## config.mk

```make
export PLATFORM = sky130hd
export DESIGN_NAME = mem_stream_programmer_flat
export DESIGN_NICKNAME = d
export VERILOG_FILES = /design/src/rtl/mem_stream_programmer_if.sv /design/src/rtl/mem_stream_programmer.sv /design/src/flat_wrapper.sv
export SDC_FILE = /design/constraint.sdc
export NUM_CORES = 1
export LEC_CHECK = 0
export ABC_AREA = 1
export CORE_AREA = 2 2 124 126
export CTS_BUF_LIST = sky130_fd_sc_hd__clkbuf_2 sky130_fd_sc_hd__clkbuf_4 sky130_fd_sc_hd__clkbuf_8
export CTS_CLUSTER_SIZE = 28
export DETAILED_ROUTE_END_ITERATION = 16
export DIE_AREA = 0 0 126 128
export PLACE_DENSITY = 0.82
export SKIP_LAST_GASP = 1
export SYNTH_ARGS = -nofsm -noshare
export SYNTH_HDL_FRONTEND = slang
export SYNTH_SLANG_ARGS = --single-unit
export TNS_END_PERCENT = 30
```

## constraint.sdc

```tcl
create_clock -name CLK -period 5.1 [get_ports CLK]
set_clock_uncertainty 0.2 [all_clocks]
set_input_delay 1.02 -clock CLK [delete_from_list [all_inputs] [get_ports CLK]]
set_output_delay 1.02 -clock CLK [all_outputs]
set_load 0.01 [all_outputs]
```

## src/rtl/mem_stream_programmer_if.sv

```systemverilog
// Bus bundle for mem_stream_programmer: MCU byte link, CPU-side memory
// strobes coming in, memory-side copies going out, and session status.
interface mem_stream_programmer_if #(
  parameter int ADDR_W = 32
);
  logic [9:0]        progData;
  logic              cpu_RST;
  logic              memWrite;
  logic              memRead1;
  logic              memRead2;
  logic [ADDR_W-1:0] addr2;
  logic [31:0]       din2;
  logic [1:0]        size;
  logic              sign;

  logic              prog_RST;
  logic              prog_memWrite;
  logic              prog_memRead1;
  logic              prog_memRead2;
  logic [ADDR_W-1:0] prog_addr2;
  logic [31:0]       prog_din2;
  logic [1:0]        prog_size;
  logic              prog_sign;
  logic              prog_done;
  logic [ADDR_W-1:0] word_count;
  logic [7:0]        checksum;

  // The programmer block itself
  modport slave (
    input  progData, cpu_RST, memWrite, memRead1, memRead2, addr2, din2, size, sign,
    output prog_RST, prog_memWrite, prog_memRead1, prog_memRead2, prog_addr2,
           prog_din2, prog_size, prog_sign, prog_done, word_count, checksum
  );

  // The environment driving the MCU link and CPU strobes
  modport master (
    output progData, cpu_RST, memWrite, memRead1, memRead2, addr2, din2, size, sign,
    input  prog_RST, prog_memWrite, prog_memRead1, prog_memRead2, prog_addr2,
           prog_din2, prog_size, prog_sign, prog_done, word_count, checksum
  );
endinterface

```

## src/rtl/mem_stream_programmer.sv

```systemverilog
// Streams bytes from an asynchronous MCU link into memory words while holding
// the CPU in reset; transparent to the CPU bus when no session is active.
//
// state    | meaning
// ---------+-----------------------------------------------------------
// IDLE     | pass-through, waiting for synced CS high
// COLLECT  | packing accepted bytes into the word buffer
// WRITE    | one-cycle write of a full word, then advance address
// FLUSH    | one-cycle write of a partial word after CS dropped
// FINISH   | prog_done pulse, address reload, back to IDLE
module mem_stream_programmer #(
  parameter int                ADDR_W         = 32,
  parameter int                BYTES_PER_WORD = 4,
  parameter logic [ADDR_W-1:0] BASE_ADDR      = '0,
  parameter int                SYNC_STAGES    = 2
) (
  input logic CLK,
  input logic RST,
  mem_stream_programmer_if.slave bus
);

  localparam int                LANE_W    = 8 * BYTES_PER_WORD;
  localparam int                IDX_W     = (BYTES_PER_WORD > 1) ? $clog2(BYTES_PER_WORD) : 1;
  localparam logic [IDX_W-1:0]  LAST_IDX  = IDX_W'(BYTES_PER_WORD - 1);
  localparam logic [IDX_W-1:0]  IDX_ONE   = IDX_W'(1);
  localparam logic [ADDR_W-1:0] ADDR_STEP = ADDR_W'(BYTES_PER_WORD);
  localparam logic [ADDR_W-1:0] CNT_ONE   = ADDR_W'(1);
  localparam logic [1:0]        SIZE_CODE = (BYTES_PER_WORD == 4) ? 2'd2 :
                                            (BYTES_PER_WORD == 2) ? 2'd1 : 2'd0;

  typedef enum logic [2:0] {IDLE, COLLECT, WRITE, FLUSH, FINISH} state_t;

  state_t              state;
  logic [SYNC_STAGES-1:0] cs_sync;
  logic [SYNC_STAGES-1:0] ena_sync;
  logic                ena_prev;
  logic                cs_s;
  logic                ena_s;
  logic                accept;
  logic [ADDR_W-1:0]   addr_q;
  logic [ADDR_W-1:0]   word_count_q;
  logic [7:0]          checksum_q;
  logic [7:0]          pend_byte;
  logic [7:0]          byte_in;
  logic [IDX_W-1:0]    byte_idx;
  logic [LANE_W-1:0]   word_buf;
  logic                pending;
  logic                done_q;
  logic [31:0]         din_ext;

  assign cs_s    = cs_sync[SYNC_STAGES-1];
  assign ena_s   = ena_sync[SYNC_STAGES-1];
  assign accept  = ena_s & ~ena_prev;
  // A byte held over from a WRITE cycle takes priority; otherwise the link
  // data is stable while ENA is high, so it is sampled directly.
  assign byte_in = pending ? pend_byte : bus.progData[7:0];

  assign bus.prog_done  = done_q;
  assign bus.word_count = word_count_q;
  assign bus.checksum   = checksum_q;

  // Bring CS and ENA into the CLK domain and keep one stage of ENA history for edge detect
  always_ff @(posedge CLK or posedge RST) begin
    if (RST) begin
      cs_sync  <= '0;
      ena_sync <= '0;
      ena_prev <= 1'b0;
    end else begin
      cs_sync  <= {cs_sync[SYNC_STAGES-2:0], bus.progData[8]};
      ena_sync <= {ena_sync[SYNC_STAGES-2:0], bus.progData[9]};
      ena_prev <= ena_s;
    end
  end

  // Zero-extend the word buffer onto the 32-bit write data bus
  always_comb begin
    din_ext = '0;
    din_ext[LANE_W-1:0] = word_buf;
  end

  // Memory-side mux: transparent in IDLE (including while RST holds IDLE), owned otherwise
  always_comb begin
    if (state == IDLE) begin
      bus.prog_RST      = bus.cpu_RST;
      bus.prog_memWrite = bus.memWrite;
      bus.prog_memRead1 = bus.memRead1;
      bus.prog_memRead2 = bus.memRead2;
      bus.prog_addr2    = bus.addr2;
      bus.prog_din2     = bus.din2;
      bus.prog_size     = bus.size;
      bus.prog_sign     = bus.sign;
    end else begin
      bus.prog_RST      = 1'b1;
      bus.prog_memWrite = (state == WRITE) || (state == FLUSH);
      bus.prog_memRead1 = 1'b0;
      bus.prog_memRead2 = 1'b0;
      bus.prog_addr2    = addr_q;
      bus.prog_din2     = din_ext;
      bus.prog_size     = SIZE_CODE;
      bus.prog_sign     = 1'b0;
    end
  end

  // Session FSM: byte packing, word writes, partial flush and done pulse
  always_ff @(posedge CLK or posedge RST) begin
    if (RST) begin
      state        <= IDLE;
      addr_q       <= BASE_ADDR;
      word_count_q <= '0;
      checksum_q   <= '0;
      word_buf     <= '0;
      byte_idx     <= '0;
      pending      <= 1'b0;
      pend_byte    <= '0;
      done_q       <= 1'b0;
    end else begin
      done_q <= 1'b0;
      case (state)
        IDLE: begin
          if (cs_s) begin
            word_count_q <= '0;
            checksum_q   <= '0;
            byte_idx     <= '0;
            word_buf     <= '0;
            pending      <= 1'b0;
            state        <= COLLECT;
          end
        end
        COLLECT: begin
          if (!cs_s) begin
            // A byte arriving together with CS low belongs to no session.
            pending <= 1'b0;
            if (byte_idx != '0) begin
              state <= FLUSH;
            end else begin
              state  <= FINISH;
              done_q <= 1'b1;
            end
          end else if (accept || pending) begin
            pending <= 1'b0;
            for (int i = 0; i < BYTES_PER_WORD; i++) begin
              if (byte_idx == IDX_W'(i)) word_buf[8*i +: 8] <= byte_in;
            end
            checksum_q <= checksum_q + byte_in;
            if (byte_idx == LAST_IDX) state <= WRITE;
            else byte_idx <= byte_idx + IDX_ONE;
          end
        end
        WRITE: begin
          addr_q       <= addr_q + ADDR_STEP;
          word_count_q <= word_count_q + CNT_ONE;
          byte_idx     <= '0;
          word_buf     <= '0;
          if (accept) begin
            pending   <= 1'b1;
            pend_byte <= bus.progData[7:0];
          end
          state <= COLLECT;
        end
        FLUSH: begin
          addr_q       <= addr_q + ADDR_STEP;
          word_count_q <= word_count_q + CNT_ONE;
          byte_idx     <= '0;
          word_buf     <= '0;
          done_q       <= 1'b1;
          state        <= FINISH;
        end
        FINISH: begin
          addr_q <= BASE_ADDR;
          state  <= IDLE;
        end
        default: state <= IDLE;
      endcase
    end
  end

  // Parameter sanity: aligned base address, legal word size, enough sync stages
  a_params_legal: assert property (@(posedge CLK)
    ((BASE_ADDR & ADDR_W'(BYTES_PER_WORD - 1)) == '0) &&
    (BYTES_PER_WORD == 1 || BYTES_PER_WORD == 2 || BYTES_PER_WORD == 4) &&
    (SYNC_STAGES >= 2))
    else $error("mem_stream_programmer: illegal parameter set");

endmodule

```

## src/flat_wrapper.sv

```systemverilog
// flat-port wrapper written by rule: the top's interface ports become plain ports
module mem_stream_programmer_flat 
#(
  parameter int                ADDR_W         = 32,
  parameter int                BYTES_PER_WORD = 4,
  parameter logic [ADDR_W-1:0] BASE_ADDR      = '0,
  parameter int                SYNC_STAGES    = 2
)
  (CLK, RST, bus_progData, bus_cpu_RST, bus_memWrite, bus_memRead1, bus_memRead2, bus_addr2, bus_din2, bus_size, bus_sign, bus_prog_RST, bus_prog_memWrite, bus_prog_memRead1, bus_prog_memRead2, bus_prog_addr2, bus_prog_din2, bus_prog_size, bus_prog_sign, bus_prog_done, bus_word_count, bus_checksum);
  mem_stream_programmer_if #(.ADDR_W(ADDR_W)) bus_i ();
  input logic CLK;
  input logic RST;
  input wire logic [$bits(bus_i.progData)-1:0] bus_progData;
  input wire logic [$bits(bus_i.cpu_RST)-1:0] bus_cpu_RST;
  input wire logic [$bits(bus_i.memWrite)-1:0] bus_memWrite;
  input wire logic [$bits(bus_i.memRead1)-1:0] bus_memRead1;
  input wire logic [$bits(bus_i.memRead2)-1:0] bus_memRead2;
  input wire logic [$bits(bus_i.addr2)-1:0] bus_addr2;
  input wire logic [$bits(bus_i.din2)-1:0] bus_din2;
  input wire logic [$bits(bus_i.size)-1:0] bus_size;
  input wire logic [$bits(bus_i.sign)-1:0] bus_sign;
  output wire logic [$bits(bus_i.prog_RST)-1:0] bus_prog_RST;
  output wire logic [$bits(bus_i.prog_memWrite)-1:0] bus_prog_memWrite;
  output wire logic [$bits(bus_i.prog_memRead1)-1:0] bus_prog_memRead1;
  output wire logic [$bits(bus_i.prog_memRead2)-1:0] bus_prog_memRead2;
  output wire logic [$bits(bus_i.prog_addr2)-1:0] bus_prog_addr2;
  output wire logic [$bits(bus_i.prog_din2)-1:0] bus_prog_din2;
  output wire logic [$bits(bus_i.prog_size)-1:0] bus_prog_size;
  output wire logic [$bits(bus_i.prog_sign)-1:0] bus_prog_sign;
  output wire logic [$bits(bus_i.prog_done)-1:0] bus_prog_done;
  output wire logic [$bits(bus_i.word_count)-1:0] bus_word_count;
  output wire logic [$bits(bus_i.checksum)-1:0] bus_checksum;
  assign bus_i.progData = bus_progData;
  assign bus_i.cpu_RST = bus_cpu_RST;
  assign bus_i.memWrite = bus_memWrite;
  assign bus_i.memRead1 = bus_memRead1;
  assign bus_i.memRead2 = bus_memRead2;
  assign bus_i.addr2 = bus_addr2;
  assign bus_i.din2 = bus_din2;
  assign bus_i.size = bus_size;
  assign bus_i.sign = bus_sign;
  assign bus_prog_RST = bus_i.prog_RST;
  assign bus_prog_memWrite = bus_i.prog_memWrite;
  assign bus_prog_memRead1 = bus_i.prog_memRead1;
  assign bus_prog_memRead2 = bus_i.prog_memRead2;
  assign bus_prog_addr2 = bus_i.prog_addr2;
  assign bus_prog_din2 = bus_i.prog_din2;
  assign bus_prog_size = bus_i.prog_size;
  assign bus_prog_sign = bus_i.prog_sign;
  assign bus_prog_done = bus_i.prog_done;
  assign bus_word_count = bus_i.word_count;
  assign bus_checksum = bus_i.checksum;
  mem_stream_programmer #(.ADDR_W(ADDR_W), .BYTES_PER_WORD(BYTES_PER_WORD), .BASE_ADDR(BASE_ADDR), .SYNC_STAGES(SYNC_STAGES)) u_core (.CLK(CLK), .RST(RST), .bus(bus_i));
endmodule
```

### After elaboration in Yosys (flattened, before gate mapping)

Index checks and enable logic that the tools add are counted.

* bits in registers: 124
* output and inout port bits: 112
* logic and storage cells: 102

* add/sub/neg operators: 4
* equality and inequality tests: 18
* mux-type cells: 42
* bitwise operators: 2
* reductions and logical operators: 21

Operators with widths (count)
* 32-bit two-way mux: 5
* 32-bit one-hot mux with 2 select lines: 2
* 32-bit one-hot mux with 3 select lines: 1
* 8-bit two-way mux: 8
* 32-bit by 1-bit adder with 32-bit output (second input constant): 1
* 32-bit by 3-bit adder with 32-bit output (second input constant): 1
* 5-bit AND reduction: 5
* 2-bit by 1-bit != test with 1-bit output (second input constant): 8
* 8-bit one-hot mux with 2 select lines: 1
* 3-bit two-way mux: 5
* 3-bit one-hot mux with 4 select lines: 1
* 1-bit two-way mux: 11
* 2-bit two-way mux: 5
* 8-bit adder: 1
* 4-bit AND reduction: 2
* 2-bit nonzero test: 4
* 3-bit by 2-bit equality test with 1-bit output (second input constant): 2
* 3-bit != test (second input constant): 2
* 2-bit one-hot mux with 3 select lines: 1
* 3-bit nonzero test: 2
* 2-bit equality test (second input constant): 2
* 2-bit AND reduction: 2
* 3-bit by 1-bit equality test with 1-bit output (second input constant): 1
* 3-bit equality test (second input constant): 1
* 12 further kinds: 13

### Logic depth before layout (Yosys ltp)

Gate-level depths: netlist (run 1).

* depth in word-level cells: 6
* mapped depth: 15
* mapped depth without buffers: 14

### Least setup slack after synthesis (run 1)

Ideal clock, no wire load.

* path kind: register to output
* from: reg u_core.state[2]
* to: out bus_prog_addr2[10]
* arrival time: 1.444 ns
* setup slack: 2.436 ns
* stages on the path, launching flop included: 8
* path buffers: 2
* cell sequence: dfrtp_1 -> nor2_1 -> inv_1 -> nor2_1 -> buf_2 -> buf_4 -> nand2_1 -> o21ai_0

* word-level cells in the longest chain between the ends: 2

Ends and longest elaborated chain
* start, declared: line mem_stream_programmer.sv:33 `state_t state;`
* start signal, assigned: line mem_stream_programmer.sv:107 `state <= IDLE;`
* start signal, assigned: line mem_stream_programmer.sv:126 `state <= COLLECT;`
* start signal, assigned: line mem_stream_programmer.sv:134 `state <= FLUSH;`
* 3-bit zero test: line mem_stream_programmer.sv:83 `if (state == IDLE) begin`
* 32-bit two-way mux: line mem_stream_programmer.sv:83
* end, declared: line flat_wrapper.sv:26 `output wire logic [$bits(bus_i.prog_addr2)-1:0] bus_prog_addr2;`

No other way between the ends.

### Worst setup path in the final report (run 1)

* from: reg u_core.state[0]
* to: out bus_prog_din2[30]

* word-level cells in the longest chain between the ends: 2

Ends and longest elaborated chain
* 3-bit zero test: line mem_stream_programmer.sv:83
* 32-bit two-way mux: line mem_stream_programmer.sv:83
* end, declared: line flat_wrapper.sv:27 `output wire logic [$bits(bus_i.prog_din2)-1:0] bus_prog_din2;`

No other way between the ends.

==> reports/qor.txt, run 1 <==
highest net fanout along the worst path - 85
Worst setup endpoint - bus_prog_din2[30]
Reg2Reg Setup Slack - 2.45 ns
Die Footprint - 16,130 sq um
startpoint types - flip-flop
CTS Buf Count - 17
Final nets - 1,386
# IOs - 195
CP required - 3.88 ns
Setup Buffers After CTS - 0
Via density - 5.138
CTS Sinks - 122
commonest non-fill, non-tap cell in the layout - nand2_1
Cell Rows - 45
worst slew pin tran - 0.8562 ns
GRT Residual Overflow - 0
fin crit share - 0.7815
hpwl dp - 14,970 um
initial core utilization - 0.4974
Root Buffer Master - clkbuf_8
Final Setup Violations - 0
Worst Setup Path Type - flip-flop to primary output
reg2reg end - u_core.bus.checksum[4]$_DFFE_PP0P_
Port Buffer Count - 194
die width - 126 um
critical path capture point type - primary output
H-tree depth - 4
Cell Chain, Critical Path - nor2_1, inv_1, nor2_4, buf_4, nand2_1, o21ai_0, clkdlybuf4s50_1
top post-synthesis cells by area - dfrtp_1 (41%), nand2_1 (22%), nor2_1 (7.0%)
Slew Viols, Final - 0
Hold Path Class - flip-flop to flip-flop
VDD IR max - 0.3583 mV
CP Launch Point - u_core.state[0]$_DFFE_PP0P_
register area - 3053 sq um
height of the die - 128 um
FF+latch count, synth - 122
DRT Pass-1 Iters - 5
Fill cells - 1,317
hold-critical path depth - 0
Yosys cell types - 35
CTS tree - done
leading area contributor after synthesis - dfrtp_1
clock transition at the registers of the reported paths - 0.07 ns
slowest CP cell - buf_4
unrepaired setup endpoints after global routing - false
Iter 0 DRT Violations - 551
Layout Area Growth over Synthesis - 33.24%
Worst-Skew Late Latency - 0.44 ns
Synthesized Nets - 1,198
total negative slack - 0 ns
CP arrival - 2.77 ns
Top Family by Delay on Critical Path - buffers and inverters
Crit path depth - 7
hold-fix buffers at CTS - 0
Cells after DPL - 1,458
Mapped Cells - 1,101
Worst Reg-to-Reg Cells - 10
Clock Path Buffers - 2
gpl congestion - 0.9171
commonest cells after routing, fill and taps aside - nand2_1 (439), clkdlybuf4s50_1 (194), nor2_1 (136)
Reg-to-Reg Start - u_core.pending$_DFFE_PP0P_
Ys Warns - 0
CP bufs+invs - 3
Final ANT Viol Nets - 0
core region area - 14,860 sq um
Power per Cell Area - 464.0 nW/um^2
crit-path max cell delay - 0.57 ns
syn_area_per_cell - 6.715 sq um
area of the multi-input gates - 3779 sq um
Mapped Area - 7393 sq um
status - complete, no violations
vias in the first global route - 7,087
Total Wirelength - 20,440 um
initial antenna violation count - 1
pin count of the biggest net entering global routing - 86
min Tclk post-route - 3.986 ns
total number of vias - 7,661
Residual DRC - 0
Leak Pwr - 4.701 nW
Avg WL per Cell - 13.71 um
final cell count without fillers - 1,491
Hold Vio Cnt, Final - 0
max cap viols - 0
fmax - 250.9 MHz
Slew headroom - 0.4292
Post-CTS Resized - 0
post-synth top area share - 0.4129
overall routing resource usage - 0.2588
first-pass GRT wire length - 34,250 um
register area share after synthesis - 0.4129
share of layout cells above drive strength 1 - 0.05376
-- how the worst min path moves through the flow --
stage / endpoint / from
floorplan: u_core.cs_sync[1]$_DFF_PP0_ / u_core.cs_sync[0]$_DFF_PP0_
global placement: u_core.ena_sync[1]$_DFF_PP0_ / u_core.ena_sync[0]$_DFF_PP0_
detailed placement: u_core.ena_sync[1]$_DFF_PP0_ / u_core.ena_sync[0]$_DFF_PP0_
CTS: u_core.ena_sync[1]$_DFF_PP0_ / u_core.ena_sync[0]$_DFF_PP0_
global route: u_core.ena_sync[1]$_DFF_PP0_ / u_core.ena_sync[0]$_DFF_PP0_
finish: u_core.ena_sync[1]$_DFF_PP0_ / u_core.ena_sync[0]$_DFF_PP0_
-- area by class of cell --
cell class	instances	area share
inverters	113	0.04331
well taps	188	0.02388
diodes	1	0.0002540
clock buffers	21	0.02680
flip-flops and latches	122	0.3099
clock inverters	11	0.01232
multi-input cells	839	0.3836
repair buffers	196	0.1999
-- where the power goes --
part	total, mW	switching [mW]	internal, mW
sequential	1.29	0.137	1.16
combinational	2.42	1.40	1.02
clock	0.853	0.398	0.455
total	4.57	1.94	2.63
-- registers in the layout, indices dropped and copies added, names as in the netlist --
register and count:
u_core.pend_byte 8, u_core.bus.checksum 8, u_core.bus.word_count 32, u_core.bus.prog_done 1, u_core.pending 1, u_core.cs_sync 2, u_core.ena_sync 2, u_core.din_ext 32
u_core.addr_q 30, u_core.byte_idx 2, u_core.ena_prev 1, u_core.state 3
-- kinds of logic after synthesis --
| family | synth area share |
|---|---|
| buffers and inverters | 0.07700 |
| and+or+nand+nor | 0.3935 |
| DFF | 0.4129 |
| adders and majority gates | 0.02471 |
| AOI/OAI and AO/OA | 0.07649 |
| xor gates and xnor gates | 0.004739 |
| muxes | 0.01066 |
-- Yosys cell counts --
library cell,n
nor3_1,10
xor2_1,1
buf_2,11
or2_2,9
inv_1,107
fa_1,1
buf_4,6
xnor2_1,3
a21o_1,1
a31oi_1,1
nand3_1,72
o31ai_1,1
o21ai_0,69
nand3_2,1
a22o_1,1
o21ai_1,3
dfrtp_1,122
buf_6,1
nor4_1,2
and3_1,2
mux2_2,7
nand2_4,1
nor2_1,137
o21a_1,1
a22oi_1,1
clkbuf_1,9
inv_2,6
nor2_4,4
nor2_2,5
nand3b_1,5
nor2_8,1
a21oi_1,32
nand4_1,16
nand2_1,439
ha_1,13
-- through the flow --
stage	total power [mW]	hold slack, ns	utilization	worst slack, ns	cell area (sq um)
after detailed placement	3.739	0.1363	0.6366	1.539	9463
after CTS	4.601	0.1523	0.6625	1.058	9848
after global placement	3.681	0.1341	0.6366	1.628	9463
after global routing	4.931	0.1599	0.6627	0.7872	9851
final	4.571	0.1504	0.6627	1.114	9851
after floorplan	2.748	0.1312	-	0.6375	7393
-- metal layers --
layer / share of wire / GRT usage / wire length, um / vias up
met2: 0.48 / 0.4345 / 9881 / 273
met3: 0.068 / 0.05301 / 1399 / 25
li1: - / - / - / 3852
met1: 0.44 / 0.3476 / 8946 / 3511
met4: 0.010 / 0.06012 / 212 / 0
met5: 0 / 0 / 0 / -
-- worst register-to-register path: stages, from the launching register on --
cell and delay [ns]:
dfrtp_1 0.54, inv_1 0.19, or2_2 0.31, o21ai_0 0.14, inv_1 0.09, ha_1 0.22
fa_1 0.43, nand3_1 0.10, nand3_1 0.08, xnor2_1 0.12, o21ai_0 0.15
(Power assumes the default switching activity.)
==> run 2: changes to the inputs <==
--- a/config.mk
+++ b/config.mk
@@ -6,12 +6,12 @@
 export NUM_CORES = 1
 export LEC_CHECK = 0
 export ABC_AREA = 1
-export CORE_AREA = 2 2 124 126
+export CORE_AREA = 2 2 130 132
 export CTS_BUF_LIST = sky130_fd_sc_hd__clkbuf_2 sky130_fd_sc_hd__clkbuf_4 sky130_fd_sc_hd__clkbuf_8
 export CTS_CLUSTER_SIZE = 28
 export DETAILED_ROUTE_END_ITERATION = 16
-export DIE_AREA = 0 0 126 128
-export PLACE_DENSITY = 0.82
+export DIE_AREA = 0 0 132 134
+export PLACE_DENSITY = 0.79
 export SKIP_LAST_GASP = 1
 export SYNTH_ARGS = -nofsm -noshare
 export SYNTH_HDL_FRONTEND = slang
==> constraint.sdc (replaced) <==
create_clock -name CLK -period 3.3 [get_ports CLK]
set_clock_uncertainty 0.2 [all_clocks]
set_input_delay 0.66 -clock CLK [delete_from_list [all_inputs] [get_ports CLK]]
set_output_delay 0.66 -clock CLK [all_outputs]
set_load 0.01 [all_outputs]
==> reports/qor.txt, run 2 (synthesized netlist as in run 1, its figures left out) <==
worst hold slack - 0.1625 ns (was 0.1504 ns)
CTS Buf Count - 17 (unchanged)
gpl congestion - 0.8775 (was 0.9171)
GRT Residual Overflow - 0 (unchanged)
CP arrival - 2.36 ns (was 2.77 ns)
Residual DRC - 0 (unchanged)
min Tclk post-route - 3.220 ns
pin count of the biggest net entering global routing - 123 (was 86)
worst slew pin tran - 0.8695 ns (was 0.8562 ns)
Hold Path Class - flip-flop to flip-flop (unchanged)
Iter 0 DRT Violations - 439 (was 551)
# IOs - 195 (unchanged)
Avg WL per Cell - 13.53 um (was 13.71 um)
Fill cells - 1,515 (was 1,317)
overall routing resource usage - 0.2383 (was 0.2588)
Root Buffer Master - clkbuf_8 (unchanged)
area of the multi-input gates - 3779 sq um (unchanged)
Hold Vio Cnt, Final - 0 (unchanged)
max cap viols - 0 (unchanged)
register area - 3053 sq um (unchanged)
Leak Pwr - 4.745 nW (was 4.701 nW)
reg2reg end - u_core.bus.checksum[4]$_DFFE_PP0P_ (unchanged)
clock transition at the registers of the reported paths - 0.07 ns (about the same)
CTS Sinks - 122 (unchanged)
Cell Rows - 47 (was 45)
Worst Reg-to-Reg Cells - 10 (unchanged)
highest net fanout along the worst path - 58 (was 85)
Final nets - 1,393 (was 1,386)
total number of vias - 7,651 (was 7,661)
Final Util - 0.6131 (was 0.6627)
Total Power - 7.278 mW (was 4.571 mW)
commonest cells after routing, fill and taps aside - nand2_1 (439), clkdlybuf4s50_1 (194), nor2_1 (136) (unchanged)
Hold EP - u_core.ena_sync[1]$_DFF_PP0_ (unchanged)
critical path capture point type - primary output (unchanged)
Die Footprint - 17,690 sq um (was 16,130 sq um)
fmax - 310.5 MHz
hold-fix buffers at CTS - 0 (unchanged)
startpoint types - flip-flop (unchanged)
Clock Path Buffers - 2 (unchanged)
Slew headroom - 0.4197 (was 0.4292)
vias in the first global route - 7,176 (was 7,087)
Final ANT Viol Nets - 0 (unchanged)
CP required - 2.44 ns (was 3.88 ns)
Worst-Skew Late Latency - 0.45 ns (was 0.44 ns)
total negative slack - 0 ns (unchanged)
height of the die - 134 um (was 128 um)
Reg-to-Reg Start - u_core.pending$_DFFE_PP0P_ (unchanged)
status - complete, no violations (unchanged)
hold path startpoint - u_core.ena_sync[0]$_DFF_PP0_ (unchanged)
core region area - 16,290 sq um (was 14,860 sq um)
DRT Pass-1 Iters - 5 (unchanged)
die width - 132 um (was 126 um)
first-pass GRT wire length - 34,470 um (was 34,250 um)
CTS tree - done (unchanged)
Via density - 5.004 (was 5.138)
commonest non-fill, non-tap cell in the layout - nand2_1 (unchanged)
Cells after DPL - 1,497 (was 1,458)
Port Buffer Count - 194 (unchanged)
Final Setup Violations - 0 (unchanged)
hold-critical path depth - 0 (unchanged)
unrepaired setup endpoints after global routing - true (was false)
H-tree depth - 4 (unchanged)
hpwl dp - 15,190 um (was 14,970 um)
fin crit share - 0.9758
Total Wirelength - 20,690 um (was 20,440 um)
Reg2Reg Setup Slack - 0.74 ns (was 2.45 ns)
final cell count without fillers - 1,529 (was 1,491)
share of layout cells above drive strength 1 - 0.05882 (was 0.05376)
Worst Setup Path Type - flip-flop to primary output (unchanged)
Layout Area Growth over Synthesis - 35.08% (was 33.24%)
# diodes - 0 (was 1)
Slew Viols, Final - 0 (unchanged)
initial core utilization - 0.4539 (was 0.4974)
Power per Cell Area - 728.7 nW/um^2 (was 464.0 nW/um^2)
VDD IR max - 0.5193 mV (was 0.3583 mV)
initial antenna violation count - 0 (was 1)
==> run 2: changes by cell type in the layout (fill, tap and decap cells not counted), sizes merged <==
cell,previous run,this run
buf,2,9
clkbuf,21,20
inv,115,113
clkinvlp,2,4
bufinv,2,3
diode,1,0
==> run 2: worst max path at each step <==
stage                                           start                       endpoint  slack, ns
after floorplan                                   RST  u_core.addr_q[10]$_DFFE_PP0P_       0.94
after detailed placement  u_core.state[2]$_DFFE_PP0P_             bus_prog_addr2[12]       0.43
after CTS                 u_core.state[0]$_DFFE_PP0P_             bus_prog_addr2[28]       0.06
after global placement    u_core.state[2]$_DFFE_PP0P_               bus_prog_din2[0]       0.50
after global routing      u_core.state[0]$_DFFE_PP0P_             bus_prog_addr2[21]      -0.04
final                     u_core.state[0]$_DFFE_PP0P_             bus_prog_addr2[28]       0.08
==> run 2: stage by stage <==
stage               worst slack, ns  cell area [sq um]
finish                      0.07978               9987
global route               -0.04223               9987
CTS                         0.06028               9987
detailed placement           0.4270               9569
global placement             0.4977               9569
floorplan                    0.9427               7397
==> run 2: routing by layer <==
layer / vias to the layer above / share of wire / global-route usage
met5: - / 0 / 0
met2: 244 / 0.48 / 0.4013
met1: 3523 / 0.44 / 0.3060
li1: 3849 / - / -
met4: 0 / 0.020 / 0.08575
met3: 35 / 0.062 / 0.04800
==> run 2: timing repair <==
item | CTS | global route
setup endpoints to repair | 24 | 13
pin swaps | 0 | 0
resized for setup | 1 | 0
setup buffers | 0 | 0
==> run 2: worst max-delay path, cell delays in order (launching register included) <==
cell	delay (ns)
dfrtp_1	0.44
nor2_1	0.16
inv_1	0.10
nor2_4	0.16
buf_12	0.26
nand2_1	0.07
o21ai_0	0.12
clkdlybuf4s50_1	0.59
==> run 2: report_power, final <==
group	switching, mW	total (mW)	internal, mW	leakage, nW
Combinational	2.21	3.89	1.68	2.90
Clock	0.611	1.40	0.790	0.208
Sequential	0.204	1.99	1.79	1.64
Total	3.03	7.28	4.25	4.74
==> run 2: final cells by class <==
type	count	area share
clock inverters	12	0.01466
well taps	220	0.02756
multi-input cells	839	0.3784
repair buffers	203	0.2037
clock buffers	20	0.02694
inverters	113	0.04310
flip-flops and latches	122	0.3057
==> run 3: changes to the inputs <==
--- a/config.mk
+++ b/config.mk
@@ -6,12 +6,12 @@
 export NUM_CORES = 1
 export LEC_CHECK = 0
 export ABC_AREA = 1
-export CORE_AREA = 2 2 130 132
+export CORE_AREA = 2 2 150 115
 export CTS_BUF_LIST = sky130_fd_sc_hd__clkbuf_2 sky130_fd_sc_hd__clkbuf_4 sky130_fd_sc_hd__clkbuf_8
 export CTS_CLUSTER_SIZE = 28
 export DETAILED_ROUTE_END_ITERATION = 16
-export DIE_AREA = 0 0 132 134
-export PLACE_DENSITY = 0.79
+export DIE_AREA = 0 0 152 117
+export PLACE_DENSITY = 0.78
 export SKIP_LAST_GASP = 1
 export SYNTH_ARGS = -nofsm -noshare
 export SYNTH_HDL_FRONTEND = slang
==> reports/qor.txt, run 3 (synthesized netlist as in run 1, its figures left out) <==
crit-path max cell delay - 0.57 ns (was 0.59 ns)
vias in the first global route - 6,978 (was 7,176)
final cell count without fillers - 1,526 (was 1,529)
Cell Chain, Critical Path - nor2_1, inv_1, nor2_4, buf_4, buf_12, nand2_1, o21ai_0, clkdlybuf4s50_1 (was nor2_1, inv_1, nor2_4, buf_12, nand2_1, o21ai_0, clkdlybuf4s50_1)
core region area - 16,470 sq um (was 16,290 sq um)
die width - 152 um (was 132 um)
total negative slack - 0 ns (unchanged)
CTS tree - done (unchanged)
Worst-Skew Late Latency - 0.44 ns (was 0.45 ns)
clock transition at the registers of the reported paths - 0.07 ns (about the same)
H-tree depth - 4 (unchanged)
first-pass GRT wire length - 33,980 um (was 34,470 um)
Total Power - 7.194 mW (was 7.278 mW)
commonest cells after routing, fill and taps aside - nand2_1 (439), clkdlybuf4s50_1 (188), nor2_1 (136) (was nand2_1 (439), clkdlybuf4s50_1 (194), nor2_1 (136))
DP Worst Slack - 0.3668 ns (was 0.4270 ns)
Cells after DPL - 1,491 (was 1,497)
Final ANT Viol Nets - 0 (unchanged)
power share of the combinational group - 0.548 (was 0.534)
unrepaired setup endpoints after global routing - true (unchanged)
Power per Cell Area - 719.0 nW/um^2 (was 728.7 nW/um^2)
# IOs - 195 (unchanged)
Switching Share - 0.4216 (was 0.4160)
highest net fanout along the worst path - 46 (was 58)
hpwl dp - 15,750 um (was 15,190 um)
worst slew pin tran - 0.8259 ns (was 0.8695 ns)
min Tclk post-route - 3.169 ns (was 3.220 ns)
CTS Buf Count - 17 (unchanged)
Via density - 5.010 (was 5.004)
slowest CP cell - clkdlybuf4s50_1 (unchanged)
critical path capture point type - primary output (unchanged)
Final nets - 1,395 (was 1,393)
startpoint types - flip-flop (unchanged)
Slew Viols, Final - 0 (unchanged)
Final Setup Violations - 0 (unchanged)
CP arrival - 2.31 ns (was 2.36 ns)
Port Buffer Count - 194 (unchanged)
CP required - 2.44 ns (about the same)
Hold Vio Cnt, Final - 0 (unchanged)
fin crit share - 0.9602 (was 0.9758)
Leak Pwr - 4.846 nW (was 4.745 nW)
internal cell power - 4.161 mW (was 4.250 mW)
post-route cell area - 10,010 sq um (was 9987 sq um)
GRT Residual Overflow - 0 (unchanged)
final setup margin - 0.1313 ns (was 0.07978 ns)
Top Family by Delay on Critical Path - buffers and inverters (unchanged)
Slew headroom - 0.4488 (was 0.4197)
height of the die - 117 um (was 134 um)
# diodes - 0 (unchanged)
VDD IR max - 0.3723 mV (was 0.5193 mV)
CTS Sinks - 122 (unchanged)
share of layout cells above drive strength 1 - 0.06026 (was 0.05882)
placed inst area - 9568 sq um (was 9569 sq um)
commonest non-fill, non-tap cell in the layout - nand2_1 (unchanged)
pin count of the biggest net entering global routing - 49 (was 123)
initial core utilization - 0.4490 (was 0.4539)
Cell Rows - 41 (was 47)
fmax - 315.6 MHz (was 310.5 MHz)
Die Footprint - 17,780 sq um (was 17,690 sq um)
overall routing resource usage - 0.2358 (was 0.2383)
Clock power frac - 0.174 (was 0.192)
Avg WL per Cell - 13.75 um (was 13.53 um)
DRT Pass-1 Iters - 6 (was 5)
Iter 0 DRT Violations - 634 (was 439)
max cap viols - 0 (unchanged)
Final Util - 0.6076 (was 0.6131)
Flop pwr share - 0.278 (was 0.273)
Net Switching - 3.033 mW (was 3.028 mW)
Hold Path Class - flip-flop to flip-flop (unchanged)
Residual DRC - 0 (unchanged)
gpl congestion - 0.9272 (was 0.8775)
Total Wirelength - 20,980 um (was 20,690 um)
status - complete, no violations (unchanged)
worst hold slack - 0.1513 ns (was 0.1625 ns)
Worst Setup Path Type - flip-flop to primary output (unchanged)
Layout Area Growth over Synthesis - 35.34% (was 35.08%)
Clock Path Buffers - 2 (unchanged)
total number of vias - 7,645 (was 7,651)
Fill cells - 1,537 (was 1,515)
initial antenna violation count - 0 (unchanged)
Root Buffer Master - clkbuf_8 (unchanged)
CP bufs+invs - 4 (was 3)
[run 3: cell count changes in the layout (fill, tap and decap cells not counted), sizes merged]
cell and change:
buf +2, clkinv +2, inv -1, bufinv -2, dlymetal6s2s +6, clkinvlp -2
clkdlybuf4s50 -6, clkbuf +3
[run 3: what timing repair did]
| item | 4_1_cts | 5_1_grt |
|---|---|---|
| buffers inserted | 0 | 3 |
| setup endpoints to repair | 42 | 45 |
| resized for setup | 1 | 15 |
| pin swaps | 0 | 1 |
| hold buffers | 0 | 0 |
[run 3: worst paths after layout]
kind,endpoint,slack (ns),start,cells past startpoint
max in group asynchronous,u_core.addr_q[16]$_DFFE_PP0P_,1.82,RST,3
min in group asynchronous,u_core.ena_prev$_DFF_PP0_,0.47,RST,2
worst max register to register,u_core.bus.checksum[4]$_DFFE_PP0P_,0.63,u_core.pending$_DFFE_PP0P_,10
worst min register to register,u_core.ena_sync[1]$_DFF_PP0_,0.15,u_core.ena_sync[0]$_DFF_PP0_,0
worst max-delay path,bus_prog_addr2[16],0.13,u_core.state[0]$_DFFE_PP0P_,8
worst min-delay path,u_core.ena_sync[1]$_DFF_PP0_,0.15,u_core.ena_sync[0]$_DFF_PP0_,0
[run 3: layout make-up]
type | instances | area [sq um] | share of cell area
clock inverter | 9 | 72.57 | 0.007253
multi-input combinational | 839 | 3779 | 0.3776
tap | 215 | 269.0 | 0.02689
timing repair buffer | 205 | 2106 | 0.2105
inverter | 113 | 435.4 | 0.04352
sequential | 122 | 3053 | 0.3051
clock buffer | 23 | 291.5 | 0.02914
[run 3: metal layers]
metal | GRT usage | up-vias | share of wire | wire [um]
li1 | - | 3857 | - | -
met5 | 0 | - | 0 | 0
met3 | 0.04971 | 24 | 0.069 | 1455
met2 | 0.3691 | 273 | 0.44 | 9283
met1 | 0.3380 | 3491 | 0.48 | 9992
met4 | 0.05981 | 0 | 0.012 | 246
[run 3: power groups by stage]
stage          Combinational [mW]  Sequential [mW]  Clock (mW)
6_report                     3.94             2.00        1.25
5_1_grt                      4.37             2.04        1.35
4_1_cts                      3.85             2.00        1.28
3_5_place_dp                 3.82             2.03           0
3_3_place_gp                 3.76             2.02           0
2_1_floorplan                2.27             1.98           0
